$ cat config.mk
export PLATFORM = sky130hd
export DESIGN_NAME = axis_demux_1_2
export DESIGN_NICKNAME = d
export VERILOG_FILES = /design/src/rtl/axis_demux_1_2.sv
export SDC_FILE = /design/constraint.sdc
export NUM_CORES = 1
export LEC_CHECK = 0
export ABC_CLOCK_PERIOD_IN_PS = 2100
export CORE_MARGIN = 2
export CORE_UTILIZATION = 52
export CTS_BUF_LIST = sky130_fd_sc_hd__clkbuf_8
export DETAILED_ROUTE_END_ITERATION = 8
export PLACE_DENSITY = 0.81
export SYNTH_ARGS = -nofsm -noshare
export SYNTH_HDL_FRONTEND = slang
export SYNTH_SLANG_ARGS = --single-unit
$ cat constraint.sdc
create_clock -name clk -period 2.1 [get_ports clk]
set_input_delay 0.42 -clock clk [delete_from_list [all_inputs] [get_ports clk]]
set_output_delay 0.42 -clock clk [all_outputs]
set_load 0.01 [all_outputs]
$ cat src/rtl/axis_demux_1_2.sv
// 1-to-2 AXI-stream demultiplexer. The route is locked per packet, and each output
// has a main+skid register pair for registered outputs at full throughput.
module axis_demux_1_2 #(
  parameter int DATA_WIDTH = 8
) (
  input  logic                  clk,
  input  logic                  reset,
  input  logic                  sel,
  input  logic [DATA_WIDTH-1:0] s_data,
  input  logic                  s_valid,
  output logic                  s_ready,
  input  logic                  s_last,
  output logic [DATA_WIDTH-1:0] m_data_1,
  output logic                  m_valid_1,
  input  logic                  m_ready_1,
  output logic                  m_last_1,
  output logic [DATA_WIDTH-1:0] m_data_2,
  output logic                  m_valid_2,
  input  logic                  m_ready_2,
  output logic                  m_last_2
);

  typedef enum logic {IDLE, PKT} state_t;

  state_t                state, state_next;
  logic                  route_q, route_next;
  logic                  route;
  logic                  accept;
  logic [1:0]            m_ready;
  logic [1:0]            main_valid;
  logic [1:0]            skid_valid;
  logic [1:0]            main_last;
  logic [DATA_WIDTH-1:0] main_data [2];

  assign m_ready = {m_ready_2, m_ready_1};

  always_comb begin
    route   = (state == IDLE) ? sel : route_q;
    s_ready = !reset && !skid_valid[route];
    accept  = s_valid && s_ready;
  end

  always_ff @(posedge clk) begin
    if (reset) begin
      state   <= IDLE;
      route_q <= 1'b0;
    end else begin
      state   <= state_next;
      route_q <= route_next;
    end
  end

  always_comb begin
    state_next = state;
    route_next = route_q;
    case (state)
      IDLE: begin
        if (accept && !s_last) begin
          state_next = PKT;
          route_next = sel;
        end
      end
      PKT: begin
        if (accept && s_last) state_next = IDLE;
      end
      default: state_next = IDLE;
    endcase
  end

  for (genvar g = 0; g < 2; g++) begin : g_out
    logic                  take, drain;
    logic                  mv, sv, ml, sl;
    logic [DATA_WIDTH-1:0] md, sd;

    always_comb begin
      take  = accept && (route == 1'(g));
      drain = mv && m_ready[g];
    end

    // A routed beat only arrives while skid is empty, so take and skid-refill never collide.
    always_ff @(posedge clk) begin
      if (reset) begin
        mv <= 1'b0;
        sv <= 1'b0;
        ml <= 1'b0;
        sl <= 1'b0;
        md <= '0;
        sd <= '0;
      end else if (take) begin
        if (!mv || m_ready[g]) begin
          mv <= 1'b1;
          md <= s_data;
          ml <= s_last;
        end else begin
          sv <= 1'b1;
          sd <= s_data;
          sl <= s_last;
        end
      end else if (drain) begin
        if (sv) begin
          md <= sd;
          ml <= sl;
          sv <= 1'b0;
        end else begin
          mv <= 1'b0;
        end
      end
    end

    assign main_valid[g] = mv;
    assign skid_valid[g] = sv;
    assign main_last[g]  = ml;
    assign main_data[g]  = md;
  end

  assign m_valid_1 = main_valid[0];
  assign m_last_1  = main_last[0];
  assign m_data_1  = main_data[0];
  assign m_valid_2 = main_valid[1];
  assign m_last_2  = main_last[1];
  assign m_data_2  = main_data[1];

endmodule

==> summary.md <==
| Metric | Value |
|---|---|
| ANT cells | 0 |
| Final worst setup slack | 0.0774 ns |
| Gate power share | 0.123 |
| Layout cell share with drive strength beyond 1 | 0.167 |
| Sequential power share | 0.541 |
| Num ports | 36 |
| Global-route wire length before repair | 6060 µm |
| Multi-input logic area | 827 µm² |
| Filler cell count | 257 |
| Clock share of power | 0.337 |
| Placed instance count | 257 |
| DR vias/cell | 5.62 |
| Adder-cell area share of the yosys netlist | 0 |
| Clk_skew | 0.00407 ns |
| Largest family of logic cells by synthesized area | compound AO/OA/AOI/OAI gates |
| Global route overflow | 0 |
| Die Area | 3810 µm² |
| Synth Area per Inst | 9.85 µm² |
| Multiplexer area fraction after synthesis | 0.123 |
| Worst R2R Path Depth | 5 |
| Delay-heaviest family, CP | buffers and inverters |
| P_sw | 363 µW |
| CTS Buf Count | 5 |
| Vias in the first global route | 1390 |
| First DRT Iteration DRCs | 30 |
| CP max stage delay | 0.46 ns |
| CP max FO | 2 |
| RD Place Congestion | 0.805 |
| Syn Nets | 191 |
| Register area | 841 µm² |
| WL final | 3810 µm |
| Yosys cell types | 30 |
| Worst-case vdd ir drop | 0.000511 V |
| Tot GR Track Use | 0.219 |
| CTS sink cnt | 42 |
| Compound-Gate Fraction of Synth Area | 0.194 |
| CP bufs+invs | 2 |
| Dpl cell area | 2180 µm² |
| ANT nets after route | 0 |
| Largest net degree at the start of global routing | 35 |
| Minimum clock period | 2.02 ns |
| Fin area | 2270 µm² |
| CP Class | in -> out |
| First-pass iteration count of the detailed router | 4 |
| Final period util | 0.963 |
| Drt wl/cell | 14.4 µm |
| Slowest cell on the critical path | clkdlybuf4s50_1 |
| Leakage power | 0.00104 µW |
| Status | finished clean |
| Arr. time, crit path | 1.60 ns |
| CTS Buffer Depth | 2 |
| Vias | 1489 |
| Max Slew Vio Count | 0 |
| Port Buffers | 35 |
| Core Rows | 20 |
| Min-Delay Path Class | reg -> reg |
| Initial antenna violation count | 0 |
| Fmax achieved | 494 MHz |
| Top FF cell, synth | dfxtp_1 |
| Worst path depth | 5 |
| CP Launch Type | primary input |
| Final Non-Filler Cells | 265 |
| CTS root buffer | clkbuf_8 |
| Internal power | 1180 µW |
| Worst-Skew Late Latency | 0.29 ns |
| Net Sw Frac | 0.235 |
| DIE HEIGHT | 61.8 µm |
| Pwr dens | 681 nW/µm² |
| CTS H-tree lvls | 2 |
| Seq/Total Area, Yosys | 0.485 |
| Area growth from synthesis to layout | 31.1% |
| Clock-pin slew on the worst setup and hold paths | 0.07 ns |
| Endpoints failing setup | 0 |
| Crit end category | primary output |
| Crit-path cells | clkdlybuf4s50_1 > mux2i_4 > and2b_1 > a211oi_2 > buf_2 |
| Detailed placement HPWL | 2790 µm |
| Post-synth EDFFs | 0 |
| Simple-gate share of the synthesized area | 0.157 |
| Synth warn | 0 |
| Required time worst endpoint | 1.68 ns |
| Slew headroom | 0.739 |
| Final Util | 0.733 |
| Yosys reg bits | 42 |
| Die Wd | 61.8 µm |
| Core area | 3100 µm² |
| Max-cap violations | 0 |
| Final Hold Viols | 0 |
| Initial Utilization | 0.559 |
| Pre-CTS setup slack | -0.376 ns |
| XOR/XNOR Fraction of Synth Area | 0 |
| Asr flop ratio synth | 0 |
| RSZ-0062 raised after global routing | false |
| Power, Total | 1550 µW |
| Gate Count Post-Synth | 176 |
| DR DRC count | 0 |
| CTS tree | built |
| Nets | 235 |
| Post-synthesis cell area | 1730 µm² |
| Worst Hold Depth | 2 |
| Slew @ Worst Pin | 0.392 ns |
logic make-up after synthesis:
kind of cell,count (synthesis)
buf+inv,14
compound gates,40
simple gates,60
mux,20
flops,42
worst paths after layout:
kind,start,slack [ns],endpoint
worst max-delay path,sel,0.08,s_ready
worst min-delay path,m_last_2$_SDFFE_PP0P_,0.47,m_last_2$_SDFFE_PP0P_
worst max register to register,flip-flop,0.44,m_data_2[1]$_SDFFE_PP0P_
worst min register to register,m_last_2$_SDFFE_PP0P_,0.47,m_last_2$_SDFFE_PP0P_
metrics by stage:
stage | hold slack (ns) | setup TNS [ns]
floorplan | 0.464 | 0
global placement | 0.450 | -0.307
detailed placement | 0.457 | -0.625
CTS | 0.467 | 0
global route | 0.479 | 0
finish | 0.465 | 0
synth_stat cells (2+ instances only):
master	n	area [µm²]
nor2_1	36	135
inv_1	4	15.0
buf_6	2	22.5
clkbuf_1	4	15.0
buf_2	3	15.0
o21ai_0	3	15.0
nand2_1	14	52.6
o22ai_1	9	56.3
a22oi_1	7	52.6
mux2i_1	19	190
a21oi_1	5	25.0
o221a_2	9	101
a22oi_2	2	25.0
dfxtp_1	42	841
nor3b_2	2	25.0
state kept, by name, indices dropped and copies added, names as in the netlist, named ones only:
| name | flops |
|---|---|
| g_out.sd | 16 |
| m_data_1 | 8 |
| m_data_2 | 8 |
| g_out.sl | 2 |
| g_out.sv | 2 |
| m_last_1 | 1 |
| m_last_2 | 1 |
| m_valid_1 | 1 |
| m_valid_2 | 1 |
| route_q | 1 |
layout make-up:
cell class              instances  area share
inverters                       5     0.00826
clock buffers                   6      0.0363
repair buffers                 46       0.194
multi-input cells             120       0.364
flip-flops and latches         42       0.370
well taps                      44      0.0242
clock inverters                 2     0.00385
power groups by stage:
stage	logic, µW	clock network (µW)	registers (µW)
floorplan	75.4	0	864
CTS	191	531	837
finish	190	521	837
global route	203	571	840
detailed placement	190	0	855
global placement	185	0	854
cell usage in the layout, fill, tap and decap left out, drive strengths merged:
master,synthesis,routed
a211oi,1,1
a21oi,5,5
a221o,1,1
a22oi,9,9
and2b,1,1
buf,5,12
clkbuf,4,6
clkdlybuf4s50,0,34
clkinv,1,2
dfxtp,42,42
inv,4,5
mux2i,20,20
nand2,15,15
nand2b,2,2
nand3,1,1
nand4,1,1
nor2,36,36
nor3b,2,2
o21ai,3,3
o221a,9,9
o22ai,9,9
o311ai,2,2
o41ai,1,1
or2,1,1
or3b,1,1
per-layer routing:
layer,up-vias,part of all wire,global-route usage
li1,724,-,-
met3,11,0.034,0.0497
met1,722,0.43,0.260
met4,0,0.022,0.119
met5,-,0,0
met2,32,0.51,0.368
worst reg2reg max path, delay by kind of cell, from the launching register on:
family / cells / cell delay, ns
compound gates: 2 / 0.51
mux: 1 / 0.27
simple gates: 1 / 0.14
buf+inv: 1 / 0.18
flops: 1 / 0.44
timing repair:
item	in CTS	in global routing
hold endpoints to repair	0	0
hold buffers	0	0
setup endpoints to repair	1	0
buffers inserted	0	0
resized for setup	5	0
Power figures use the tool's default switching activity.
==> variant 1: new RTL, same flow settings <==
The parameter `DATA_WIDTH` goes from 8 to 9.
--- a/src/rtl/axis_demux_1_2.sv
+++ b/src/rtl/axis_demux_1_2.sv
@@ -1,7 +1,7 @@
 // 1-to-2 AXI-stream demultiplexer. The route is locked per packet, and each output
 // has a main+skid register pair for registered outputs at full throughput.
 module axis_demux_1_2 #(
-  parameter int DATA_WIDTH = 8
+  parameter int DATA_WIDTH = 9
 ) (
   input  logic                  clk,
   input  logic                  reset,
Interface: changed (resized m_data_1, m_data_2 and s_data); port bits go from 36 to 39. No check against the original RTL was run, so the function may have changed too.
==> variant 1 against the original RTL <==
- routed wire length grew 5.8%
- critical path depth is the same
- sequential cell count rose by 4
- die area grew 5.8%
- total power is 4.2% higher
- synthesized area increased by 6.2%
- cell area is 4.5% higher
- sequential share of layout area rose by 1.8 points
- setup slack better by 0.0014 ns
- largest power group unchanged
==> variant 1: results <==
group,metric,value,unit
run_status,status,"complete, no violations",
synthesis,synth_mux_area_frac,0.1284,
synthesis,synthCells,196,
sta,fin_skew,0.006134,ns
cells_and_area,drive_above_1_share,0.08861,
worst_hold_path,hp-start,"m_data_2[8]$_SDFFE_PP0P_",
grt,grt_max_degree,22,
routing,via_count,1535,
routing,routed-wl-met3,227,microns
synthesis,synthTopCellsByArea,"dfxtp_1, mux2i_1, nor2_1",
synthesis,synth_fp_nets,212,
routing,wl_met1,1797,microns
routing,drtIter0Drc,55,
worst_setup_path,cpPeakStageDelay,0.42,ns
grt,gr-usage-met1,0.2686,
place,dpl.hpwl,2947,microns
routing,finalWirelength,4030,microns
power,ir_drop,506.9,uV
sta,tightest_slew,0.3743,ns
worst_setup_path,path_delay_family,"buffers and inverters",
power,power.leakage,1.096,nW
synthesis,ys_types,26,
worst_setup_path,r2r_slack,0.20,ns
synthesis,synth-compound-area-share,0.1692,
routing,dr.pass1.iters,4,
grt,grt_pass1_wl,6803,microns
synthesis,netlist_top_cells_count,"dfxtp_1, nor2_1, mux2i_1",
worst_hold_path,hold_path_end,"m_data_2[8]$_SDFFE_PP0P_",
cts,clk_latency,0.30,ns
grt,track_usage,0.2154,
worst_hold_path,whs_path_depth,2,
grt,use_met2,0.3461,
place,gp_congestion,0.8198,
routing,wl_per_cell,14.24,microns
place,dp_cells,276,
power,power.internal,1.227,mW
worst_setup_path,rr_endpoint,"m_last_1$_SDFFE_PP0P_",
grt,grt_antenna_before_repair,0,
routing,dr_wl_met2,1969,microns
place,portBuffers,38,
cells_and_area,largest_register_ffs,18,
synthesis,seq_area_frac_synth,0.5000,
cells_and_area,final_nets,253,
grt,global_route.usage.met3,0.06429,
## variant 1: cell count changes after synthesis, sizes merged, moves of 2 or more
cell    delta
nor2       +5
dfxtp      +4
mux2       +2
nor2b      +2
clkbuf     +5
nand2      +4
buf        -2
## variant 1: through the flow
stage               hold slack, ns  area (sq um)  TNS [ns]    util  worst slack (ns)
floorplan                   0.4641          1842         0       -            0.3721
global placement            0.4489          2297    -2.544  0.6830           -0.3177
detailed placement          0.4537          2297    -2.999  0.6830           -0.3410
CTS                         0.4653          2371         0  0.7050           0.03118
global route                0.4803          2376         0  0.7065           0.01405
finish                      0.4617          2376         0  0.7065           0.07882
## variant 1: power by group through the flow
stage | sequential (mW) | combinational (mW) | clock [mW]
3_5_place_dp | 0.936 | 0.192 | 0
2_1_floorplan | 0.946 | 0.0727 | 0
4_1_cts | 0.917 | 0.192 | 0.518
5_1_grt | 0.920 | 0.206 | 0.564
3_3_place_gp | 0.935 | 0.188 | 0
6_report | 0.917 | 0.192 | 0.504
## variant 1: worst register-to-register path, stage by stage, from the launching register on
cell     delay, ns
dfxtp_1       0.40
mux2_4        0.32
buf_4         0.16
or4_4         0.61
nand2_4       0.16
o221a_1       0.20
## variant 1: final cells by class
cell class	instances	area (sq um)
Sequential cell	46	920.9
Fill cell	284	987.2
Clock inverter	2	10.01
Inverter	4	15.01
Tap cell	46	57.56
Timing Repair Buffer	46	447.9
Clock buffer	5	68.82
Multi-Input combinational cell	134	855.8
## variant 1: cells by family after synthesis
family	count (synthesis)
flip-flops	46
buffers and inverters	16
AND/OR/NAND/NOR	71
multiplexers	23
AO/OA/AOI/OAI	40
## variant 1: repair_timing
action                     4_1_cts  5_1_grt
gates resized for setup          4        1
setup endpoints to repair        1       10
gates cloned                     0        0
pin swaps                        0        0
==> variant 2: new RTL, same settings <==
Without the edit above. Make the reset (`reset`) asynchronous in 2 clocked blocks.
--- a/src/rtl/axis_demux_1_2.sv
+++ b/src/rtl/axis_demux_1_2.sv
@@ -40,7 +40,7 @@
     accept  = s_valid && s_ready;
   end
 
-  always_ff @(posedge clk) begin
+  always_ff @(posedge clk or posedge reset) begin
     if (reset) begin
       state   <= IDLE;
       route_q <= 1'b0;
@@ -78,7 +78,7 @@
     end
 
     // A routed beat only arrives while skid is empty, so take and skid-refill never collide.
-    always_ff @(posedge clk) begin
+    always_ff @(posedge clk or posedge reset) begin
       if (reset) begin
         mv <= 1'b0;
         sv <= 1'b0;
Function: differs if reset is asserted again (counterexample within 4 cycles, from zero or initial values and one cycle with reset high); with reset held inactive, the same outputs for 10 cycles.
==> variant 2 against the original RTL <==
- worst hold slack better by 0.044 ns
- final cell count is 13% lower
- sequential cell count stayed put
- die area is 2.8% higher
- count of clock-buffer cells in the layout stayed put
- utilization is 1.7 points higher
- cell area is 9.1% higher
- setup slack worse by 0.052 ns
- critical path depth is 2 higher
- synthesized area is 3.0% higher
- routed wire length is 6.8% higher
- clock skew is 0.0096 ns higher
- largest cell class unchanged
Power is not compared: it rests on default switching activity, and its combinational part moved more than twofold at a synthesized area within 25%.
==> variant 2: results <==
group,metric,value,unit
cells_and_area,filler_cell_count,234,
place,placed_cell_area,2277,sq um
place,gp_congestion,0.7850,
routing,drtIter0Drc,56,
synthesis,synth_fp_nets,149,
synthesis,netlist_top_cells_count,"dfrtp_1, mux2_2, o22ai_1",
grt,track_usage,0.2242,
synthesis,ys_types,25,
sta,fin_skew,0.01367,ns
cells_and_area,final_nets,199,
place,dpl.hpwl,2776,microns
cts,clockBufferDepth,2,
synthesis,seq_area_frac_synth,0.5882,
grt,grt_pass1_wl,6906,microns
worst_setup_path,cpPeakStageDelay,0.45,ns
worst_setup_path,crit_fanout,12,
synthesis,synthTopCellsByArea,"dfrtp_1, mux2_2, a2bb2oi_1",
routing,wl_per_cell,17.60,microns
synthesis,synthCells,134,
place,dp_cells,221,
cells_and_area,drive_above_1_share,0.2973,
routing,dr.pass1.iters,5,
sta,hold_violations,0,
routing,viasPerCell,5.775,
grt,grt_pass1_vias,1467,
sta,tightest_slew,0.5103,ns
synthesis,async_flop_share,1.000,
run_status,status,"complete, no violations",
cells_and_area,fin_cells,231,
worst_setup_path,cp.arrival,2.27,ns
grt,grt_max_degree,43,
[variant 2: cell count changes in the layout (fill, tap and decap cells not counted), sizes merged, moves of 12 or more]
cell,unedited run,this run
nor2,36,0
nand2,15,3
dfrtp,0,42
mux2,0,19
mux2i,20,1
dfxtp,42,0
a2bb2oi,0,16
[variant 2: cell type report]
| type | count | area (sq um) | share of cell area |
|---|---|---|---|
| multi-input combinational | 84 | 755.7 | 0.3046 |
| timing repair buffer | 49 | 466.7 | 0.1881 |
| sequential | 42 | 1051 | 0.4236 |
| clock buffer | 6 | 82.58 | 0.03328 |
| inverter | 2 | 7.507 | 0.003026 |
| clock inverter | 2 | 60.06 | 0.02421 |
| tap | 46 | 57.56 | 0.02320 |
[variant 2: per-layer routing]
layer	vias to the layer above	GRT usage	routed length, microns
li1	614	-	-
met1	664	0.2841	1699
met2	46	0.3831	2076
met3	10	0.05766	218
met4	0	0.06111	72
met5	-	0	0
[variant 2: kinds of logic after synthesis]
kind of cell / Yosys count / share of synthesized area
AOI/OAI and AO/OA: 46 / 0.2017
buffers and inverters: 10 / 0.02381
DFF: 42 / 0.5882
muxes: 20 / 0.1274
and+or+nand+nor: 16 / 0.05883
[variant 2: report_power, final]
| part | total (mW) | leakage [nW] | internal, mW | switching [mW] |
|---|---|---|---|---|
| Clock | 0.778 | 0.0714 | 0.507 | 0.271 |
| Sequential | 1.43 | 0.513 | 1.18 | 0.254 |
| Combinational | 1.37 | 0.524 | 0.844 | 0.524 |
[variant 2: worst paths after layout]
check,end,slack (ns),start,cells past startpoint
worst min-delay path,g_out[1].sd[4]$_DFFE_PP0P_,0.51,g_out[1].sd[4]$_DFFE_PP0P_,1
worst max register to register,m_data_1[3]$_DFFE_PP0P_,0.11,register,6
max in group asynchronous,g_out[0].sd[3]$_DFFE_PP0P_,1.03,reset,4
worst min register to register,g_out[1].sd[4]$_DFFE_PP0P_,0.51,g_out[1].sd[4]$_DFFE_PP0P_,1
min in group asynchronous,asynchronous set/reset pin,0.70,reset,4
worst max-delay path,m_data_1[3]$_DFFE_PP0P_,0.03,sel,7
[variant 2: repair_timing]
action                     in CTS  in global routing
setup endpoints to repair       2                 10
cloned                          1                  1
setup buffers                   0                  0
resized for setup               4                  8
pin swaps                       1                  2
hold buffers                    0                  0
[variant 2: per-stage QoR]
step	setup slack, ns	hold WS, ns
after floorplan	0.2191	0.4775
after global placement	-0.2773	0.4838
after detailed placement	-0.3940	0.4945
after CTS	0.01524	0.5115
after global routing	0.002459	0.5368
final	0.02548	0.5090
